--- src/rtl/lcg_backstep_if.sv ---
// Request/response bundle for lcg_backstep. Valid/ready: load and step are
// accepted only on a rising edge where ready is high; out_valid is a one-cycle pulse.
interface lcg_backstep_if #(
    parameter int WIDTH = 16
);
    logic             load;
    logic [WIDTH-1:0] seed;
    logic             step;
    logic [WIDTH-1:0] a_inv;
    logic [WIDTH-1:0] c;
    logic             ready;
    logic [WIDTH-1:0] x_out;
    logic             out_valid;
    logic [1:0]       dbg_state;

    modport master (
        output load, seed, step, a_inv, c,
        input  ready, x_out, out_valid, dbg_state
    );

    modport slave (
        input  load, seed, step, a_inv, c,
        output ready, x_out, out_valid, dbg_state
    );
endinterface

--- src/rtl/lcg_backstep.sv ---
// Rewinds one MDCLCG step: x = a_inv*(x' - c) mod 2^WIDTH, using a
// bit-serial shift-add multiply whose accumulator adder is a Kogge-Stone prefix tree.
module lcg_pfx_black (
    input  logic gh,
    input  logic ph,
    input  logic gl,
    input  logic pl,
    output logic g,
    output logic p
);
    assign g = gh | (ph & gl);
    assign p = ph & pl;
endmodule

module lcg_pfx_grey (
    input  logic gh,
    input  logic ph,
    input  logic gl,
    output logic g
);
    assign g = gh | (ph & gl);
endmodule

module lcg_backstep #(
    parameter int WIDTH = 16
) (
    input  logic          clk,
    input  logic          rst,
    lcg_backstep_if.slave bus
);
    localparam int CW = $clog2(WIDTH);
    localparam int LV = $clog2(WIDTH);

    typedef enum logic [1:0] {
        S_IDLE = 2'd0,
        S_SUB  = 2'd1,
        S_MUL  = 2'd2,
        S_DONE = 2'd3
    } state_t;

    state_t           state_q, state_d;
    logic [WIDTH-1:0] x_q, x_d;
    logic [WIDTH-1:0] acc_q, acc_d;
    logic [WIDTH-1:0] d_q, d_d;
    logic [CW-1:0]    cnt_q, cnt_d;
    logic [WIDTH-1:0] ainv_q, ainv_d;
    logic [WIDTH-1:0] c_q, c_d;

    logic [WIDTH-1:0] addend;
    logic [WIDTH-1:0] sum;
    logic [WIDTH-1:0] acc_next;
    logic             unused_pfx;

    assign addend = d_q << cnt_q;

    // Level 0 is bitwise generate/propagate; each later level doubles the span.
    for (genvar lv = 0; lv <= LV; lv++) begin : g_lvl
        logic [WIDTH-1:0] g;
        logic [WIDTH-1:0] p;
        if (lv == 0) begin : g_init
            assign g = acc_q & addend;
            assign p = acc_q ^ addend;
        end else begin : g_comb
            localparam int D = 1 << (lv - 1);
            for (genvar i = 0; i < WIDTH; i++) begin : g_bit
                if (i < D) begin : g_pass
                    assign g[i] = g_lvl[lv-1].g[i];
                    assign p[i] = g_lvl[lv-1].p[i];
                end else if (i < 2 * D) begin : g_grey
                    lcg_pfx_grey u_grey (
                        .gh (g_lvl[lv-1].g[i]),
                        .ph (g_lvl[lv-1].p[i]),
                        .gl (g_lvl[lv-1].g[i-D]),
                        .g  (g[i])
                    );
                    // Prefix is complete here; propagate is carried only to keep the tree regular.
                    assign p[i] = g_lvl[lv-1].p[i];
                end else begin : g_black
                    lcg_pfx_black u_black (
                        .gh (g_lvl[lv-1].g[i]),
                        .ph (g_lvl[lv-1].p[i]),
                        .gl (g_lvl[lv-1].g[i-D]),
                        .pl (g_lvl[lv-1].p[i-D]),
                        .g  (g[i]),
                        .p  (p[i])
                    );
                end
            end
        end
    end

    assign sum        = {g_lvl[LV].g[WIDTH-2:0], 1'b0} ^ g_lvl[0].p;
    assign unused_pfx = ^{g_lvl[LV].p, g_lvl[LV].g[WIDTH-1]};
    assign acc_next   = ainv_q[cnt_q] ? sum : acc_q;

    always_ff @(posedge clk) begin
        if (rst) begin
            state_q <= S_IDLE;
            x_q     <= '0;
            acc_q   <= '0;
            d_q     <= '0;
            cnt_q   <= '0;
            ainv_q  <= '0;
            c_q     <= '0;
        end else begin
            state_q <= state_d;
            x_q     <= x_d;
            acc_q   <= acc_d;
            d_q     <= d_d;
            cnt_q   <= cnt_d;
            ainv_q  <= ainv_d;
            c_q     <= c_d;
        end
    end

    always_comb begin
        state_d = state_q;
        x_d     = x_q;
        acc_d   = acc_q;
        d_d     = d_q;
        cnt_d   = cnt_q;
        ainv_d  = ainv_q;
        c_d     = c_q;
        case (state_q)
            S_IDLE: begin
                if (bus.load) begin
                    x_d = bus.seed;
                end else if (bus.step) begin
                    ainv_d  = bus.a_inv;
                    c_d     = bus.c;
                    state_d = S_SUB;
                end
            end
            S_SUB: begin
                d_d     = x_q - c_q;
                acc_d   = '0;
                cnt_d   = '0;
                state_d = S_MUL;
            end
            S_MUL: begin
                acc_d = acc_next;
                cnt_d = cnt_q + CW'(1);
                if (cnt_q == CW'(WIDTH - 1)) begin
                    x_d     = acc_next;
                    state_d = S_DONE;
                end
            end
            S_DONE: begin
                state_d = S_IDLE;
            end
            default: begin
                state_d = S_IDLE;
            end
        endcase
    end

    assign bus.ready     = (state_q == S_IDLE);
    assign bus.out_valid = (state_q == S_DONE);
    assign bus.x_out     = x_q;
    assign bus.dbg_state = state_q;
endmodule

--- src/flat_wrapper.sv ---
// flat-port wrapper written by rule: the top's interface ports become plain ports
module lcg_backstep_flat 
#(
    parameter int WIDTH = 16
)
  (clk, rst, bus_load, bus_seed, bus_step, bus_a_inv, bus_c, bus_ready, bus_x_out, bus_out_valid, bus_dbg_state);
  lcg_backstep_if #(.WIDTH(WIDTH)) bus_i ();
  input  logic clk;
  input  logic rst;
  input wire logic [$bits(bus_i.load)-1:0] bus_load;
  input wire logic [$bits(bus_i.seed)-1:0] bus_seed;
  input wire logic [$bits(bus_i.step)-1:0] bus_step;
  input wire logic [$bits(bus_i.a_inv)-1:0] bus_a_inv;
  input wire logic [$bits(bus_i.c)-1:0] bus_c;
  output wire logic [$bits(bus_i.ready)-1:0] bus_ready;
  output wire logic [$bits(bus_i.x_out)-1:0] bus_x_out;
  output wire logic [$bits(bus_i.out_valid)-1:0] bus_out_valid;
  output wire logic [$bits(bus_i.dbg_state)-1:0] bus_dbg_state;
  assign bus_i.load = bus_load;
  assign bus_i.seed = bus_seed;
  assign bus_i.step = bus_step;
  assign bus_i.a_inv = bus_a_inv;
  assign bus_i.c = bus_c;
  assign bus_ready = bus_i.ready;
  assign bus_x_out = bus_i.x_out;
  assign bus_out_valid = bus_i.out_valid;
  assign bus_dbg_state = bus_i.dbg_state;
  lcg_backstep #(.WIDTH(WIDTH)) u_core (.clk(clk), .rst(rst), .bus(bus_i));
endmodule
--- config.mk ---
export PLATFORM = sky130hd
export DESIGN_NAME = lcg_backstep_flat
export DESIGN_NICKNAME = d
export VERILOG_FILES = /design/src/rtl/lcg_backstep_if.sv /design/src/rtl/lcg_backstep.sv /design/src/flat_wrapper.sv
export SDC_FILE = /design/constraint.sdc
export NUM_CORES = 1
export LEC_CHECK = 0
export BUFFER_PORTS_ARGS = -buffer_cell sky130_fd_sc_hd__clkbuf_2
export CORE_ASPECT_RATIO = 1.2
export CORE_MARGIN = 2
export CORE_UTILIZATION = 48
export CTS_CLUSTER_DIAMETER = 200
export CTS_CLUSTER_SIZE = 14
export DETAILED_ROUTE_END_ITERATION = 16
export GPL_ROUTABILITY_DRIVEN = 0
export PLACE_DENSITY = 0.68
export SETUP_SLACK_MARGIN = 0.15
export SLEW_MARGIN = 40
export SYNTH_ARGS = -nofsm -noshare
export SYNTH_HDL_FRONTEND = slang
export SYNTH_SLANG_ARGS = --single-unit
export TNS_END_PERCENT = 20
--- constraint.sdc ---
create_clock -name clk -period 4.45 [get_ports clk]
set_input_delay 0.2225 -clock clk [delete_from_list [all_inputs] [get_ports clk]]
set_output_delay 0.2225 -clock clk [all_outputs]
set_load 0.1 [all_outputs]
==> flow_summary.ini <==
[outcome]
outcome = finished, final reports clean

[layout]
antenna_cells = 0
area_delta_synth_final_pct = 13.6
fillers = 1076
finalNetCount = 839
drive_gt1_share_pct = 16.2

[routing]
ant_nets = 0
drc = 0
avgViaCountPerCell = 5.73
first_pass_iters = 5
via_count = 5224
wl_per_cell_um = 16.2
drt-initial-drc-count = 288
totalWireLength_mm = 14.7

[pwr]
total_power_uw = 4180
peakVddDrop_mv = 0.435
p_per_area_mw_per_mm2 = 660
leakagePower_uw = 0.00261

[grt]
grt_pass1_vias = 4885
grt_pass1_wl_mm = 23.6
grt_start_max_net_pins = 60
antenna_found_initial = 0
grt_overflow = 0
grt_usage_pct = 24.0

[yosys]
postSynthCellCount = 701
synth_top_cell_by_area = dfxtp_1
synth_commonest_cells = nand2_1 (102), dfxtp_1 (86), a21oi_1 (85)
synthArstFlopShare_pct = 0
synth_area_leaders = dfxtp_1 (31%), ha_1 (7.9%), a21oi_1 (7.6%)
synth_edf_count = 0
yosysSeqAreaShare_pct = 30.9
synth_ff_type = dfxtp_1
netlist_area_mm2 = 0.00558
synth.most_common_cell = nand2_1
syn-num-nets = 790
yosysWarnings = 0
syn_area_per_cell_um2 = 7.95
synth_seq_cells = 86
synth.distinct_cells = 65
yosysTopAreaCellShare_pct = 30.9

[die]
ios = 72
die_w_um = 102
placeableCoreArea_mm2 = 0.0115
initial_core_util_pct = 48.7
die_h_um = 122
die_area_mm2 = 0.0125
placementRows = 43

[setup_path]
required_ps = 4720
cp.arrival_ps = 4270
critPathKind = flop to flop
path_buf_inv = 1
max_stage_delay_ps = 580
worst_setup_path_end_kind = flop
critPathSlowestCell = o311ai_0
cp-start-kind = flop
crit_top_cell = a21oi_1
critPathMaxFanout = 9
worstPathCellList = buf_4, mux2i_1, a21oi_1, and2_1, a31oi_1, nor2_1, ha_1, a21o_1, a211oi_1, o21ai_0, o21ba_2, o311ai_0, a21oi_1, nor3_1
cp_top_family = compound AO/OA/AOI/OAI gates

[timing]
fmax_ghz = 0.250
maxSlewHeadroom_pct = 57.7
fin_crit_ps = 4000
skew_ps = 6.97
rsz0062_at_grt = no
hold_viol_final = 0
worst_slew_pin_slew_ps = 627
tns_ps = 0
fin_crit_sh_pct = 90.0
slew_violations = 0
setup_viol = 0

[clock_tree]
clk_pin_slew_ps = 70
postCtsSetupRepairBufs = 0
ctsHtreeMaxLevel = 3
cts_sinks = 86
clk_latency_ps = 350
cts_resized = 0
ctsRootBufferMaster = clkbuf_16
cts_buffers = 9
cts_tree = built
cts_buffer_depth = 2
holdBufCountCts = 0

[placement]
portBuffers = 71
place_hpwl_mm = 10.8

[job]
drv_cap = 0

[worst_hold_path]
hp-class = primary input to flop
worst reg2reg max path: cells and delay by family (launching register included):
| kind | cells | cell delay [ps] |
|---|---|---|
| mux | 1 | 240 |
| compound gates | 8 | 2180 |
| flops | 1 | 500 |
| fa+ha+maj | 1 | 350 |
| simple gates | 3 | 430 |
| buf+inv | 1 | 240 |
cells by family (layout without fill, tap and decap cells):
kind of cell	Yosys count	in the layout	synth area share (%)
AOI/OAI and AO/OA	199	199	22.2
xor gates and xnor gates	21	21	3.30
adders and majority gates	37	37	8.57
buffers and inverters	72	126	5.09
DFF	86	86	30.9
muxes	43	43	10.7
and+or+nand+nor	243	243	19.3
placed cells by master (no fill, tap or decap), types with 11 or more instances in the layout:
cell and instances:
a211oi_1 16, clkbuf_2 71, a21oi_1 85, inv_1 30, o21ai_0 26, nand2_1 102, dfxtp_1 86, mux2i_1 26
ha_1 34, nor3_1 11, nor2_1 74, xnor2_1 13
power by group:
| part | switching, uW | internal (uW) |
|---|---|---|
| clock network | 329 | 454 |
| registers | 160 | 924 |
| logic | 1540 | 775 |
| total | 2030 | 2150 |
final timing paths:
check	startpoint	end	slack, ps	depth (start not counted)
max	u_core.cnt_q[1]$_SDFFE_PP0P_	u_core.bus.x_out[11]$_SDFFE_PP0P_	450	14
min	bus_c[10]	u_core.c_q[10]$_SDFFE_PP0P_	90	3
max reg2reg	u_core.cnt_q[1]$_SDFFE_PP0P_	u_core.bus.x_out[11]$_SDFFE_PP0P_	450	14
min reg2reg	u_core.ainv_q[10]$_SDFFE_PP0P_	u_core.ainv_q[10]$_SDFFE_PP0P_	450	2
area by class of cell:
type                       instances  area [um2]  share of cell area, %
clock buffer                      10         239                   3.77
clock inverter                     6        68.8                   1.09
inverter                          30         113                   1.78
multi-input combinational        543        3570                   56.4
sequential                        86        1720                   27.2
tap                              157         196                   3.10
timing repair buffer              80         423                   6.67
per-stage QoR:
stage	hold WS (ps)	instances	instance area, um2	worst slack [ps]	utilization (%)
floorplan	358	701	5580	549	-
global placement	442	896	6030	624	52.6
detailed placement	448	896	6030	553	52.6
CTS	89.5	912	6340	506	55.3
global route	106	912	6340	215	55.3
finish	92.6	912	6340	445	55.3
sequential cells by signal, summed over array words and instances (netlist names):
name and cells:
u_core.ainv_q 16, u_core.acc_q 16, u_core.cnt_q 4, u_core.bus.x_out 16, u_core.c_q 16, u_core.bus.dbg_state 2
u_core.d_q 16
metal layers:
layer  share of wire (%)  wire length, um  up-vias  GRT usage (%)
li1                    -                -     2589              -
met1                  46             6810     2500           31.6
met2                  48             7140      117           40.5
met3                 3.7              549       18           3.27
met4                 1.7              245        0           7.67
met5                   0                0        -              0
Note: power is estimated with default switching activity, not from simulation.
